<file path="config.mk">
export PLATFORM = sky130hd
export DESIGN_NAME = serial_rx
export DESIGN_NICKNAME = d
export VERILOG_FILES = /design/src/rtl/serial_rx.sv
export SDC_FILE = /design/constraint.sdc
export NUM_CORES = 1
export LEC_CHECK = 0
export ABC_AREA = 1
export CAP_MARGIN = 0
export CORE_ASPECT_RATIO = 2
export CORE_UTILIZATION = 46
export DETAILED_ROUTE_END_ITERATION = 8
export DONT_BUFFER_PORTS = 1
export SYNTH_ARGS = -nofsm -noshare
export SYNTH_HDL_FRONTEND = slang
export SYNTH_SLANG_ARGS = --single-unit
</file>
<file path="constraint.sdc">
create_clock -name sysclk -period 2.9 [get_ports sysclk]
set_clock_uncertainty 0.1 [all_clocks]
set_input_delay 0.725 -clock sysclk [delete_from_list [all_inputs] [get_ports sysclk]]
set_output_delay 0.725 -clock sysclk [all_outputs]
set_load 0.005 [all_outputs]
</file>
<file path="src/rtl/serial_rx.sv">
`default_nettype none
// ============================================================================
// Module     : serial_rx
// Description: UART-style serial receiver. 2-flop input synchronizer,
//              start/data/stop decoding FSM with a 16-bit bit timer, and a
//              4-entry first-word-fall-through FIFO with sticky overrun.
//              Define SERIAL_RX_PARITY_EN to receive 8E1 frames (adds the
//              PARITY state and the parity_err output); default is 8N1.
// Revision   : 1.0 - initial release
// ============================================================================
module serial_rx #(
    parameter int CLKS_PER_BIT = 10416
) (
    input  logic       sysclk,
    input  logic       reset,
    input  logic       serialIn,
    output logic [7:0] rx_data,
    output logic       rx_valid,
    input  logic       rx_ready,
    output logic       frame_err,
    output logic       overrun,
`ifdef SERIAL_RX_PARITY_EN
    output logic       parity_err,
`endif
    output logic       busy
);

    // Sample points: start bit checked at its middle, every later bit one
    // full period after the previous sample (timer restarts at each sample).
    localparam logic [15:0] c_HALF_LAST = 16'(CLKS_PER_BIT / 2 - 1);
    localparam logic [15:0] c_BIT_LAST  = 16'(CLKS_PER_BIT - 1);

`ifdef SERIAL_RX_PARITY_EN
    typedef enum logic [2:0] {
        S_IDLE    = 3'd0,
        S_START   = 3'd1,
        S_DATA    = 3'd2,
        S_PARITY  = 3'd3,
        S_STOP    = 3'd4,
        S_RECOVER = 3'd5
    } state_t;
`else
    typedef enum logic [2:0] {
        S_IDLE    = 3'd0,
        S_START   = 3'd1,
        S_DATA    = 3'd2,
        S_STOP    = 3'd4,
        S_RECOVER = 3'd5
    } state_t;
`endif

    logic        sync1_q, sync2_q;
    state_t      state_q, state_d;
    logic [15:0] timer_q, timer_d;
    logic [2:0]  bit_idx_q, bit_idx_d;
    logic [7:0]  shift_q, shift_d;
    logic        frame_err_q, frame_err_d;
    logic        push_w;
`ifdef SERIAL_RX_PARITY_EN
    logic        par_bad_q, par_bad_d;
    logic        parity_err_q, parity_err_d;
`endif

    logic [7:0]  mem_q [4];
    logic [1:0]  wr_ptr_q, rd_ptr_q;
    logic [2:0]  count_q;
    logic        overrun_q;
    logic        pop_w, full_w, wr_en_w;

    // Input synchronizer; flops reset to the idle-high line level.
    always_ff @(posedge sysclk or negedge reset) begin
        if (!reset) begin
            sync1_q <= 1'b1;
            sync2_q <= 1'b1;
        end else begin
            sync1_q <= serialIn;
            sync2_q <= sync1_q;
        end
    end

    // FSM state, bit timer, shift register and pulse outputs.
    always_ff @(posedge sysclk or negedge reset) begin
        if (!reset) begin
            state_q      <= S_IDLE;
            timer_q      <= '0;
            bit_idx_q    <= '0;
            shift_q      <= '0;
            frame_err_q  <= 1'b0;
`ifdef SERIAL_RX_PARITY_EN
            par_bad_q    <= 1'b0;
            parity_err_q <= 1'b0;
`endif
        end else begin
            state_q      <= state_d;
            timer_q      <= timer_d;
            bit_idx_q    <= bit_idx_d;
            shift_q      <= shift_d;
            frame_err_q  <= frame_err_d;
`ifdef SERIAL_RX_PARITY_EN
            par_bad_q    <= par_bad_d;
            parity_err_q <= parity_err_d;
`endif
        end
    end

    // Next-state decode; push_w is asserted on the good stop-bit sample.
    always_comb begin
        state_d      = state_q;
        timer_d      = timer_q + 16'd1;
        bit_idx_d    = bit_idx_q;
        shift_d      = shift_q;
        frame_err_d  = 1'b0;
        push_w       = 1'b0;
`ifdef SERIAL_RX_PARITY_EN
        par_bad_d    = par_bad_q;
        parity_err_d = 1'b0;
`endif
        case (state_q)
            S_IDLE: begin
                timer_d = '0;
`ifdef SERIAL_RX_PARITY_EN
                par_bad_d = 1'b0;
`endif
                if (!sync2_q) state_d = S_START;
            end
            S_START: begin
                if (timer_q == c_HALF_LAST) begin
                    timer_d = '0;
                    if (!sync2_q) begin
                        state_d   = S_DATA;
                        bit_idx_d = '0;
                    end else begin
                        state_d = S_IDLE;
                    end
                end
            end
            S_DATA: begin
                if (timer_q == c_BIT_LAST) begin
                    timer_d   = '0;
                    shift_d   = {sync2_q, shift_q[7:1]};
                    bit_idx_d = bit_idx_q + 3'd1;
                    if (bit_idx_q == 3'd7) begin
`ifdef SERIAL_RX_PARITY_EN
                        state_d = S_PARITY;
`else
                        state_d = S_STOP;
`endif
                    end
                end
            end
`ifdef SERIAL_RX_PARITY_EN
            S_PARITY: begin
                if (timer_q == c_BIT_LAST) begin
                    timer_d = '0;
                    state_d = S_STOP;
                    // Even parity: data ones plus parity bit must be even.
                    if ((^shift_q) != sync2_q) begin
                        par_bad_d    = 1'b1;
                        parity_err_d = 1'b1;
                    end
                end
            end
`endif
            S_STOP: begin
                if (timer_q == c_BIT_LAST) begin
                    timer_d = '0;
                    if (sync2_q) begin
`ifdef SERIAL_RX_PARITY_EN
                        push_w = !par_bad_q;
`else
                        push_w = 1'b1;
`endif
                        state_d = S_IDLE;
                    end else begin
                        frame_err_d = 1'b1;
                        state_d     = S_RECOVER;
                    end
                end
            end
            S_RECOVER: begin
                timer_d = '0;
                if (sync2_q) state_d = S_IDLE;
            end
            default: begin
                timer_d = '0;
                state_d = S_IDLE;
            end
        endcase
    end

    assign pop_w   = rx_valid & rx_ready;
    assign full_w  = (count_q == 3'd4);
    assign wr_en_w = push_w & (!full_w | pop_w);

    // FIFO storage, pointers, occupancy and sticky overrun flag.
    always_ff @(posedge sysclk or negedge reset) begin
        if (!reset) begin
            for (int i = 0; i < 4; i++) mem_q[i] <= '0;
            wr_ptr_q  <= '0;
            rd_ptr_q  <= '0;
            count_q   <= '0;
            overrun_q <= 1'b0;
        end else begin
            if (wr_en_w) begin
                mem_q[wr_ptr_q] <= shift_q;
                wr_ptr_q        <= wr_ptr_q + 2'd1;
            end
            if (pop_w) rd_ptr_q <= rd_ptr_q + 2'd1;
            if (wr_en_w && !pop_w)      count_q <= count_q + 3'd1;
            else if (!wr_en_w && pop_w) count_q <= count_q - 3'd1;
            if (push_w && full_w && !pop_w) overrun_q <= 1'b1;
        end
    end

    assign rx_valid  = (count_q != 3'd0);
    assign rx_data   = rx_valid ? mem_q[rd_ptr_q] : 8'h00;
    assign frame_err = frame_err_q;
    assign overrun   = overrun_q;
    assign busy      = (state_q != S_IDLE);
`ifdef SERIAL_RX_PARITY_EN
    assign parity_err = parity_err_q;
`endif

endmodule
`default_nettype wire

</file>
==> run_results.csv <==
group,metric,value,unit
sta,slew_headroom,70.3,%
power,power.share.switching,27.6,%
global_route,number_of_antenna_violations_at_the_first_check_in_global_routing,0,
routing,ant_nets,0,
power,power.share.clock,42.6,%
routing,drt_drc_violations_left,0,
synth,synthesis.instances,422,
min_path,holdCritPathClass,"input port to asynchronous set/reset pin",
global_route,grt_start_max_net_pins,72,
clock_network,cts_sinks,73,
sta,final_number_of_hold_violating_endpoints,0,
synth,ys_async_sr_fraction,100,%
cells_and_area,most_frequent_standard_cell_in_the_layout_excluding_fill_and_tap_cells,"nand2_1",
synth,yosys_warnings,0,
cells_and_area,n_antenna_cell,0,
sta,worst_slew_pin_slew,0.442,ns
synth,avgSynthCellArea,8.53,µm²
synth,postSynthNetCount,435,
power,worst_ir_drop_vdd,305,µV
global_route,first_pass_grt_wire_length,12900,µm
worst_setup_path,arrival,2.59,ns
routing,drt_first_iter_violations,212,
floorplan,floorplan.core_area,7600,µm²
power,seq_power_share,39.7,%
cells_and_area,layout.filler_cells,745,
place,hpwl,5020,µm
floorplan,row_count,45,
power,internal_power,2.01,mW
sta,max_freq,404,MHz
place,port_buffers,0,
synth,number_of_flip_flops_and_latches_in_the_synthesized_netlist,73,
floorplan,io-pin-count,16,
routing,totalWireLength,7490,µm
sta,setup_violations,0,
sta,post-route-period-util,85.3,%
power,power.density,692,nW/µm²
worst_setup_path,crit_path_max_fanout,8,
sta,grt_setup_unrepaired,"no",
power,combPwrFrac,17.6,%
clock_network,clk-insertion-delay-late,0.34,ns
place,dpl.cell_count,509,
worst_setup_path,crit_path_start_kind,"flop",
cells_and_area,mostFrequentLayoutCells,"90 x nand2_1, 72 x nor2_1, 71 x dfrtp_1, 36 x inv_1",
synth,synth-main-ff-cell,"dfrtp_1",
clock_network,numCtsBuffers,9,
clock_network,clk_pin_slew_worst_paths,0.06,ns
job,drv_cap,0,
routing,routed_wire_length_per_instance,14.2,µm
sta,layout_setup_ws,0.425,ns
synth,ys_seq_area_share,50.8,%
clock_network,cts.htree.levels,3,
floorplan,initial_utilization,47.3,%
synth,synth_edf_count,0,
clock_network,clock_tree.buffer_depth,2,
routing,drt_pre_antenna_iters,4,
status,outcome,"finished, final reports clean",
power,net-switching-power,0.767,mW
clock_network,root_buffer,"clkbuf_16",
floorplan,fp.dieH,127,µm
clock_network,cts_tree,"yes",
routing,vias,2679,
synth,post_synth_instance_area,3600,µm²
place,place.gp.congestion,0.901,
worst_setup_path,endpoint_kind,"flop",
worst_setup_path,critPathRequiredTime,3.02,ns
routing,route.detailed.vias_per_inst,5.09,
cells_and_area,design.final.nets,440,
global_route,total_congestion_overflow_after_global_routing,0,
global_route,first_global_vias,2760,
sta,final_period_minus_worst_setup_slack,2.48,ns
worst_setup_path,setup.worst_path.class,"flop to flop",
floorplan,die_width,64.5,µm
floorplan,floorplan.die_area,8200,µm²
power,leakage,1.90,nW
global_route,grt_usage,21.2,%
place,placement.setup.worst_slack,0.409,ns
sta,drv_slew,0,
cells_and_area,final_cells,526,
cells_and_area,synthToLayoutAreaGrowth,11.4,%
cells_and_area,layout-drive-gt1-share,10.9,%
synth,synth.lib_cells_used.distinct,31,
sta,totalNegativeSetupSlack,0,ns
power,design_power_total,2.78,mW
worst max-delay path, stage by stage, from the launching register on:
cell	delay [ns]
dfrtp_1	0.37
ha_1	0.21
nand3_1	0.12
nor2_2	0.19
nand3_4	0.13
nor2_8	0.21
ha_1	0.19
inv_1	0.06
fa_1	0.37
a21oi_1	0.14
o21ai_0	0.11
xor2_1	0.15
synthesized netlist by cell type (all sizes together), types with 2 or more instances:
cell	n	area [µm²]
xnor2	2	17.5
nand2	97	402
nor2	78	332
a21oi	10	50.1
buf	8	70.1
nand4	3	18.8
dfrtp	71	1780
inv	38	143
clkinv	3	11.3
dfstp	2	52.6
o21ai	66	360
nand3	15	87.6
clkbuf	2	7.51
xor2	12	105
ha	8	100
o21bai	3	22.5
state kept, by name, indices dropped and copies added, names as in the netlist, 2 cells and up:
signal and count:
mem_q 32, shift_q 8, bit_idx_q 3, count_q 3, wr_ptr_q 2, rd_ptr_q 2, state_q 3, timer_q 16
timing repair:
item	CTS	global route
resized for setup	0	0
endpoints found under the hold margin	71	0
hold buffers	1	0
setup buffers	0	0
per-layer routing:
metal  routed length [µm]  vias to the layer above  share of wire (%)  global-route usage, %
met5                    0                        -                  0                      0
met4                  217                        0                2.9                   11.1
met3                  177                       14                2.4                   4.73
met2                 4070                       34                 54                   37.8
met1                 3030                     1276                 40                   22.7
li1                     -                     1355                  -                      -
layout make-up:
type	instances	area (µm²)	share of cell area, %
clock buffers	11	243	6.05
clock inverters	5	78.8	1.97
inverters	41	154	3.84
multi-input cells	298	1540	38.3
flip-flops and latches	73	1830	45.6
well taps	94	118	2.93
repair buffers	4	50.0	1.25
logic make-up (layout without fill, tap and decap cells):
logic type | after synthesis | count (layout) | synth area share, %
flip-flops | 73 | 73 | 50.8
adder cells (fa/ha/maj) | 9 | 9 | 3.34
buffers and inverters | 51 | 61 | 6.43
XOR/XNOR | 14 | 14 | 3.41
multiplexers | 1 | 1 | 0.313
AND/OR/NAND/NOR | 195 | 195 | 23.6
AO/OA/AOI/OAI | 79 | 79 | 12.0
power groups by stage:
| stage | combinational (mW) | clock [mW] | sequential (mW) |
|---|---|---|---|
| after floorplan | 0.363 | 0 | 1.10 |
| after CTS | 0.500 | 1.21 | 1.10 |
| after global routing | 0.554 | 1.25 | 1.11 |
| final | 0.490 | 1.18 | 1.10 |
| after detailed placement | 0.475 | 0 | 1.12 |
| after global placement | 0.469 | 0 | 1.12 |
per-stage QoR:
stage          hold slack (ns)  utilization, %  area, µm²
5_1_grt                  0.118            52.8       4010
3_3_place_gp             0.247            48.2       3660
4_1_cts                  0.121            52.8       4010
6_report                 0.135            52.8       4010
2_1_floorplan            0.245               -       3600
3_5_place_dp             0.249            48.2       3660
path summary, 6_finish.rpt:
check	end	start	cells after the start	slack, ns
worst max-delay path	count_q[2]	timer_q[0]	11	0.42
max in group asynchronous	bit_idx_q[2]	reset	1	2.23
worst max register to register	count_q[2]	timer_q[0]	11	0.42
worst min register to register	sync2_q	sync1_q	0	0.25
worst min-delay path	sync2_q	reset	0	0.14
min in group sysclk	sync2_q	sync1_q	0	0.25
Note: power is estimated with default switching activity, not from simulation.
